[config.mk]
export PLATFORM = sky130hd
export DESIGN_NAME = fft_stage_ctrl
export DESIGN_NICKNAME = d
export VERILOG_FILES = /design/src/rtl/fft_stage_ctrl.sv
export SDC_FILE = /design/constraint.sdc
export NUM_CORES = 1
export LEC_CHECK = 0
export BUFFER_PORTS_ARGS = -buffer_cell sky130_fd_sc_hd__buf_2
export CORE_MARGIN = 4
export CORE_UTILIZATION = 46
export CTS_CLUSTER_SIZE = 30
export DETAILED_ROUTE_END_ITERATION = 16
export GPL_ROUTABILITY_DRIVEN = 0
export PLACE_DENSITY_LB_ADDON = 0.15
export SKIP_CTS_REPAIR_TIMING = 1
export SLEW_MARGIN = 20
export SYNTH_ARGS = -nofsm -noshare
export SYNTH_HDL_FRONTEND = slang
export SYNTH_SLANG_ARGS = --single-unit
[constraint.sdc]
create_clock -name clk -period 4.68 [get_ports clk]
set_input_delay 0.468 -clock clk [delete_from_list [all_inputs] [get_ports clk]]
set_output_delay 0.468 -clock clk [all_outputs]
set_load 0.05 [all_outputs]
[src/rtl/fft_stage_ctrl.sv]
// fft_stage_ctrl: pipeline sequencer for the 512-point radix-2 FFT front end.
// Counts 16-sample input beats into frames and pushes a {valid, block} tag
// down a fixed-latency model of module_00 -> twd_mul01 -> module_02. The
// enables, block indices and frame-done pulses the datapath consumes are
// taken from taps on that line. A counter limits the number of frames in flight.
//
// Optional feature macro: FFT_STAGE_CTRL_OVF_CHECK_EN
//   defined   : ovf_err latches when a beat is offered while din_ready is low
//   undefined : ovf_err is tied low and refused beats are ignored
//
// Input FSM:
//   state  | meaning
//   S_IDLE | no frame open, in_blk = 0; next accepted beat opens a frame
//   S_FILL | frame open, counting beats until BLK_PER_FRAME-1

module fft_stage_ctrl #(
  parameter int BLK_PER_FRAME = 32,
  parameter int LAT0          = 2,
  parameter int LAT1          = 4,
  parameter int LAT2          = 3,
  parameter int MAX_FRAMES    = 2,
  localparam int IW           = $clog2(BLK_PER_FRAME),
  localparam int FW           = $clog2(MAX_FRAMES + 1)
) (
  input  logic          clk,
  input  logic          rst,
  input  logic          flush,
  input  logic          din_valid,
  output logic          din_ready,
  output logic          stage0_valid,
  output logic [IW-1:0] stage0_blk,
  output logic          stage1_valid,
  output logic [IW-1:0] twd01_idx,
  output logic          stage2_valid,
  output logic [IW-1:0] stage2_blk,
  output logic          frame_done,
  output logic [FW-1:0] inflight,
  output logic          busy,
  output logic          ovf_err
);

  localparam int LT = LAT0 + LAT1 + LAT2;
  localparam int T0 = LAT0 - 1;
  localparam int T1 = LAT0 + LAT1 - 1;
  localparam int T2 = LT - 1;
  localparam logic [IW-1:0] LAST_BLK = IW'(BLK_PER_FRAME - 1);
  localparam logic [FW-1:0] MAX_INFL = FW'(MAX_FRAMES);

  typedef enum logic {
    S_IDLE = 1'b0,
    S_FILL = 1'b1
  } state_t;

  state_t        state;
  logic [IW-1:0] in_blk;
  logic          accept;
  logic          open_frame;

  // line_v[k] holds the valid of the beat presented k+1 cycles ago; the
  // block index of the final stage lives directly in stage2_blk, so line_b
  // stops one entry short.
  logic [LT-1:0] line_v;
  logic [IW-1:0] line_b [LT-1];
  logic [LT-1:0] nxt_v;
  logic [IW-1:0] nxt_b  [LT];

  // Only a full frame count with no frame open refuses input; an open frame
  // always runs to completion. flush and rst also hold off input.
  assign din_ready    = !rst && !flush && !(state == S_IDLE && inflight == MAX_INFL);
  assign accept       = din_valid && din_ready;
  assign open_frame   = accept && (state == S_IDLE);
  assign busy         = (inflight != '0) || (state == S_FILL);

  assign stage0_valid = line_v[T0];
  assign stage1_valid = line_v[T1];
  assign stage2_valid = line_v[T2];
  assign twd01_idx    = stage0_blk;

  // Next value of every delay-line stage: the fresh tag enters at stage 0.
  always_comb begin
    nxt_v    = '0;
    nxt_v[0] = accept;
    nxt_b[0] = in_blk;
    for (int k = 1; k < LT; k++) begin
      nxt_v[k] = line_v[k-1];
      nxt_b[k] = line_b[k-1];
    end
  end

  // Input FSM, beat counter and frames-in-flight counter.
  always_ff @(posedge clk or posedge rst) begin
    if (rst) begin
      state    <= S_IDLE;
      in_blk   <= '0;
      inflight <= '0;
    end else if (flush) begin
      state    <= S_IDLE;
      in_blk   <= '0;
      inflight <= '0;
    end else begin
      if (accept) begin
        if (in_blk == LAST_BLK) begin
          in_blk <= '0;
          state  <= S_IDLE;
        end else begin
          in_blk <= in_blk + IW'(1);
          state  <= S_FILL;
        end
      end
      if (open_frame && !frame_done) begin
        inflight <= inflight + FW'(1);
      end else if (!open_frame && frame_done) begin
        inflight <= inflight - FW'(1);
      end
    end
  end

  // Valid half of the delay line; flush discards every beat in flight.
  always_ff @(posedge clk or posedge rst) begin
    if (rst) begin
      line_v <= '0;
    end else if (flush) begin
      line_v <= '0;
    end else begin
      line_v <= nxt_v;
    end
  end

  // Index half of the delay line; entries are only meaningful where valid.
  always_ff @(posedge clk or posedge rst) begin
    if (rst) begin
      for (int k = 0; k < LT - 1; k++) line_b[k] <= '0;
    end else begin
      for (int k = 0; k < LT - 1; k++) line_b[k] <= nxt_b[k];
    end
  end

  // Index outputs hold their last value while the matching valid is low;
  // frame_done rides with the last block of a frame at the stage 2 tap.
  always_ff @(posedge clk or posedge rst) begin
    if (rst) begin
      stage0_blk <= '0;
      stage2_blk <= '0;
      frame_done <= 1'b0;
    end else if (flush) begin
      frame_done <= 1'b0;
    end else begin
      if (nxt_v[T0]) stage0_blk <= nxt_b[T0];
      if (nxt_v[T2]) stage2_blk <= nxt_b[T2];
      frame_done <= nxt_v[T2] && (nxt_b[T2] == LAST_BLK);
    end
  end

`ifdef FFT_STAGE_CTRL_OVF_CHECK_EN
  // Sticky record of a beat offered while input was refused; only rst clears it.
  always_ff @(posedge clk or posedge rst) begin
    if (rst) begin
      ovf_err <= 1'b0;
    end else if (din_valid && !din_ready) begin
      ovf_err <= 1'b1;
    end
  end
`else
  assign ovf_err = 1'b0;
`endif

endmodule

==> results.toml <==
[cells_and_area]
antenna-diode-count = 0
finish.net_count = 174
final_area_mm2 = 0.002585
share_of_cells_above_drive_strength_1_pct = 38.15
layout-area-overhead-vs-synth_pct = 14.46

[power]
power_report.internal_total_mw = 0.8163
cellLeakagePower_nw = 1.376
power.share.sequential_pct = 56.5
fin_total_pwr_mw = 1.071
worst_ir_drop_vdd_uv = 215.9
power_density_mw_per_mm2 = 414.5
combPwrFrac_pct = 5.6
power_switching_mw = 0.2552
p_clk_share_pct = 37.9
power_switching_share_pct = 23.81

[routing]
postRouteAntennaNets = 0
drt_pass1_iterations = 4
dr_total_vias = 1081
routed_wl_mm = 3.163
drt-vias-per-instance = 4.504
first_iter_violations = 57
drc = 0
avgRoutedWirePerCell_um = 13.18

[clock_network]
cts_made_buffers = 9
cts_tree = "built"
clkSlewWorstSetupHoldPaths_ns = 0.07
cts_htree_levels = 3
insertion_delay_ns = 0.33
cts_buffer_depth = 2
clock-root-buffer = "sky130_fd_sc_hd__clkbuf_8"
clkSinkCount = 68

[logic_synthesis]
synth_fp_nets = 145
synthesis.area_mm2 = 0.002258
synth.area.top_cells = "sky130_fd_sc_hd__dfrtp_1, sky130_fd_sc_hd__mux2_2, sky130_fd_sc_hd__nor2b_1"
yosysUniqueCellTypes = 34
postSynthAreaPerCell_um2 = 16.25
synth_seq_cells = 68
yosysWarningCount = 0
synthCells = 139
yosysTopAreaCell = "sky130_fd_sc_hd__dfrtp_1"
synth_seq_area_share_pct = 75.35
synth_top_cell_area_share_pct = 75.35

[global_route]
globalRouteTotalUtil_pct = 12.73
grt_max_degree = 70
grt_first_pass_wirelength_mm = 5.796
number_of_global_route_vias_before_repair = 1192
initial_antenna_violation_count = 0
grt_overflow = 0

[sta]
rsz0062_at_grt = "false"
fmax_mhz = 479.9
final-setup-viol-count = 0
final.setup.tns_ns = 0
finalHoldViolCount = 0
skew_ns = 0.004223
finalMaxSlewViolations = 0
slew_headroom_pct = 46.30
worst_pin_slew_ns = 0.8055
min_period_over_period_pct = 44.53
period_needed_ns = 2.084

[floorplanning]
die_w_um = 78.07
initial_utilization_pct = 47.50
die_h_um = 78.07
fp-row-count = 25
io-pin-count = 28
dieArea_mm2 = 0.006095
design.core.area_mm2 = 0.004755

[setup_path]
max_stage_delay_ns = 0.46
setup.worst_path.class = "flop to output port"
cp_max_fanout = 10
critical_path_arrival_ns = 1.62
end_kind = "output port"
crit_path_cell_trace = "or3b_4 -> and2_2 -> buf_2"
cp_data_required_time_ns = 4.21
critical_path.slowest_cell = "sky130_fd_sc_hd__dfrtp_1"
timing.critical_path.from_type = "flop"

[outcome]
status = "finished, final reports clean"

[min_path]
min_path_type = "flop to flop"

[placement]
dpl_cell_area_mm2 = 0.002416
dp.final_hpwl_mm = 2.029
io_port_bufs = 26

[job]
maxCapViolCount = 0
## power by group through the flow
stage                     sequential, mW  clock [mW]  combinational [mW]
after global placement             0.616           0              0.0594
after detailed placement           0.617           0              0.0610
after floorplan                    0.625           0              0.0398
after global routing               0.607       0.446              0.0655
after CTS                          0.606       0.419              0.0610
final                              0.606       0.406              0.0596
## state kept, by name, summed over array words and instances (netlist names)
name,flops
stage0_blk,5
inflight,2
line_v,9
state,1
in_blk,5
frame_done,1
stage2_blk,5
line_b,40
## layout by cell type, fill, tap and decap left out, types with 2 or more instances in the layout
master | Yosys | final
sky130_fd_sc_hd__mux2_2 | 11 | 11
sky130_fd_sc_hd__a31oi_1 | 2 | 2
sky130_fd_sc_hd__ha_1 | 2 | 2
sky130_fd_sc_hd__nand2_1 | 3 | 3
sky130_fd_sc_hd__buf_2 | 0 | 26
sky130_fd_sc_hd__nor2_1 | 5 | 5
sky130_fd_sc_hd__a22o_2 | 2 | 2
sky130_fd_sc_hd__dfrtp_1 | 68 | 68
sky130_fd_sc_hd__clkinv_2 | 0 | 4
sky130_fd_sc_hd__nor2b_1 | 10 | 10
sky130_fd_sc_hd__nand4_1 | 2 | 2
sky130_fd_sc_hd__inv_1 | 3 | 2
sky130_fd_sc_hd__clkbuf_8 | 0 | 10
sky130_fd_sc_hd__o21ai_0 | 2 | 2
## stage by stage
stage	utilization (%)	cells	setup WS, ns	hold slack (ns)
after global routing	54.37	240	2.526	0.3541
final	54.37	240	2.596	0.3487
after global placement	50.82	224	2.662	0.3312
after CTS	54.37	240	2.583	0.3501
after floorplan	-	139	1.960	0.3312
after detailed placement	50.82	224	2.564	0.3347
## synthesized netlist by cell type (all sizes together)
| cell type | instances |
|---|---|
| dfrtp | 68 |
| mux2 | 12 |
| nor2b | 10 |
| buf | 7 |
| nor2 | 5 |
| inv | 3 |
| nand2 | 3 |
| a21o | 2 |
| a22o | 2 |
| a31oi | 2 |
| and2 | 2 |
| and3 | 2 |
| clkbuf | 2 |
| ha | 2 |
| nand4 | 2 |
| o21ai | 2 |
| or3b | 2 |
| a21oi | 1 |
| a31o | 1 |
| and4b | 1 |
| conb | 1 |
| mux2i | 1 |
| nand3 | 1 |
| nor3b | 1 |
| nor4b | 1 |
| or3 | 1 |
| xnor2 | 1 |
| xor2 | 1 |
## area by class of cell
cell class | instances | area (um2)
clock inverter | 5 | 27.53
multi-input combinational | 59 | 481.7
clock buffer | 11 | 141.4
tap | 67 | 83.83
timing repair buffer | 27 | 137.6
sequential | 68 | 1702
inverter | 3 | 11.26
fill | 411 | 2170
## worst max-delay path, delay by kind of cell (launching register included)
family        cells  cell delay [ns]
flops             1             0.46
buf+inv           1             0.20
simple gates      2             0.62
## worst paths after layout
kind | startpoint | end | cells after the start | slack [ns]
min in group asynchronous | rst | inflight[0]$_DFFE_PP0P_ | 3 | 0.42
setup / recovery | inflight[0]$_DFFE_PP0P_ | din_ready | 3 | 2.60
hold / removal | line_b[33]$_DFF_PP0_ | line_b[28]$_DFF_PP0_ | 0 | 0.35
max in group asynchronous | rst | stage2_blk[3]$_DFFE_PP0P_ | 3 | 3.75
hold reg to reg | line_b[33]$_DFF_PP0_ | line_b[28]$_DFF_PP0_ | 0 | 0.35
setup reg to reg | in_blk[0]$_DFFE_PP0P_ | in_blk[0]$_DFFE_PP0P_ | 5 | 3.11
## kinds of logic after synthesis
family / count (synthesis) / synth area share, %
AO/OA/AOI/OAI: 10 / 3.213
XOR/XNOR: 2 / 0.7758
adder cells (fa/ha/maj): 2 / 1.108
buffers and inverters: 12 / 3.324
flip-flops: 68 / 75.35
multiplexers: 13 / 6.593
other: 1 / 0.1660
AND/OR/NAND/NOR: 31 / 9.474
## per-layer routing
metal,track usage [%],routed length [um]
met1,16.39,1410
met4,9.965,92
met5,0,0
met2,18.75,1544
met3,2.752,115
Power figures use the tool's default switching activity.
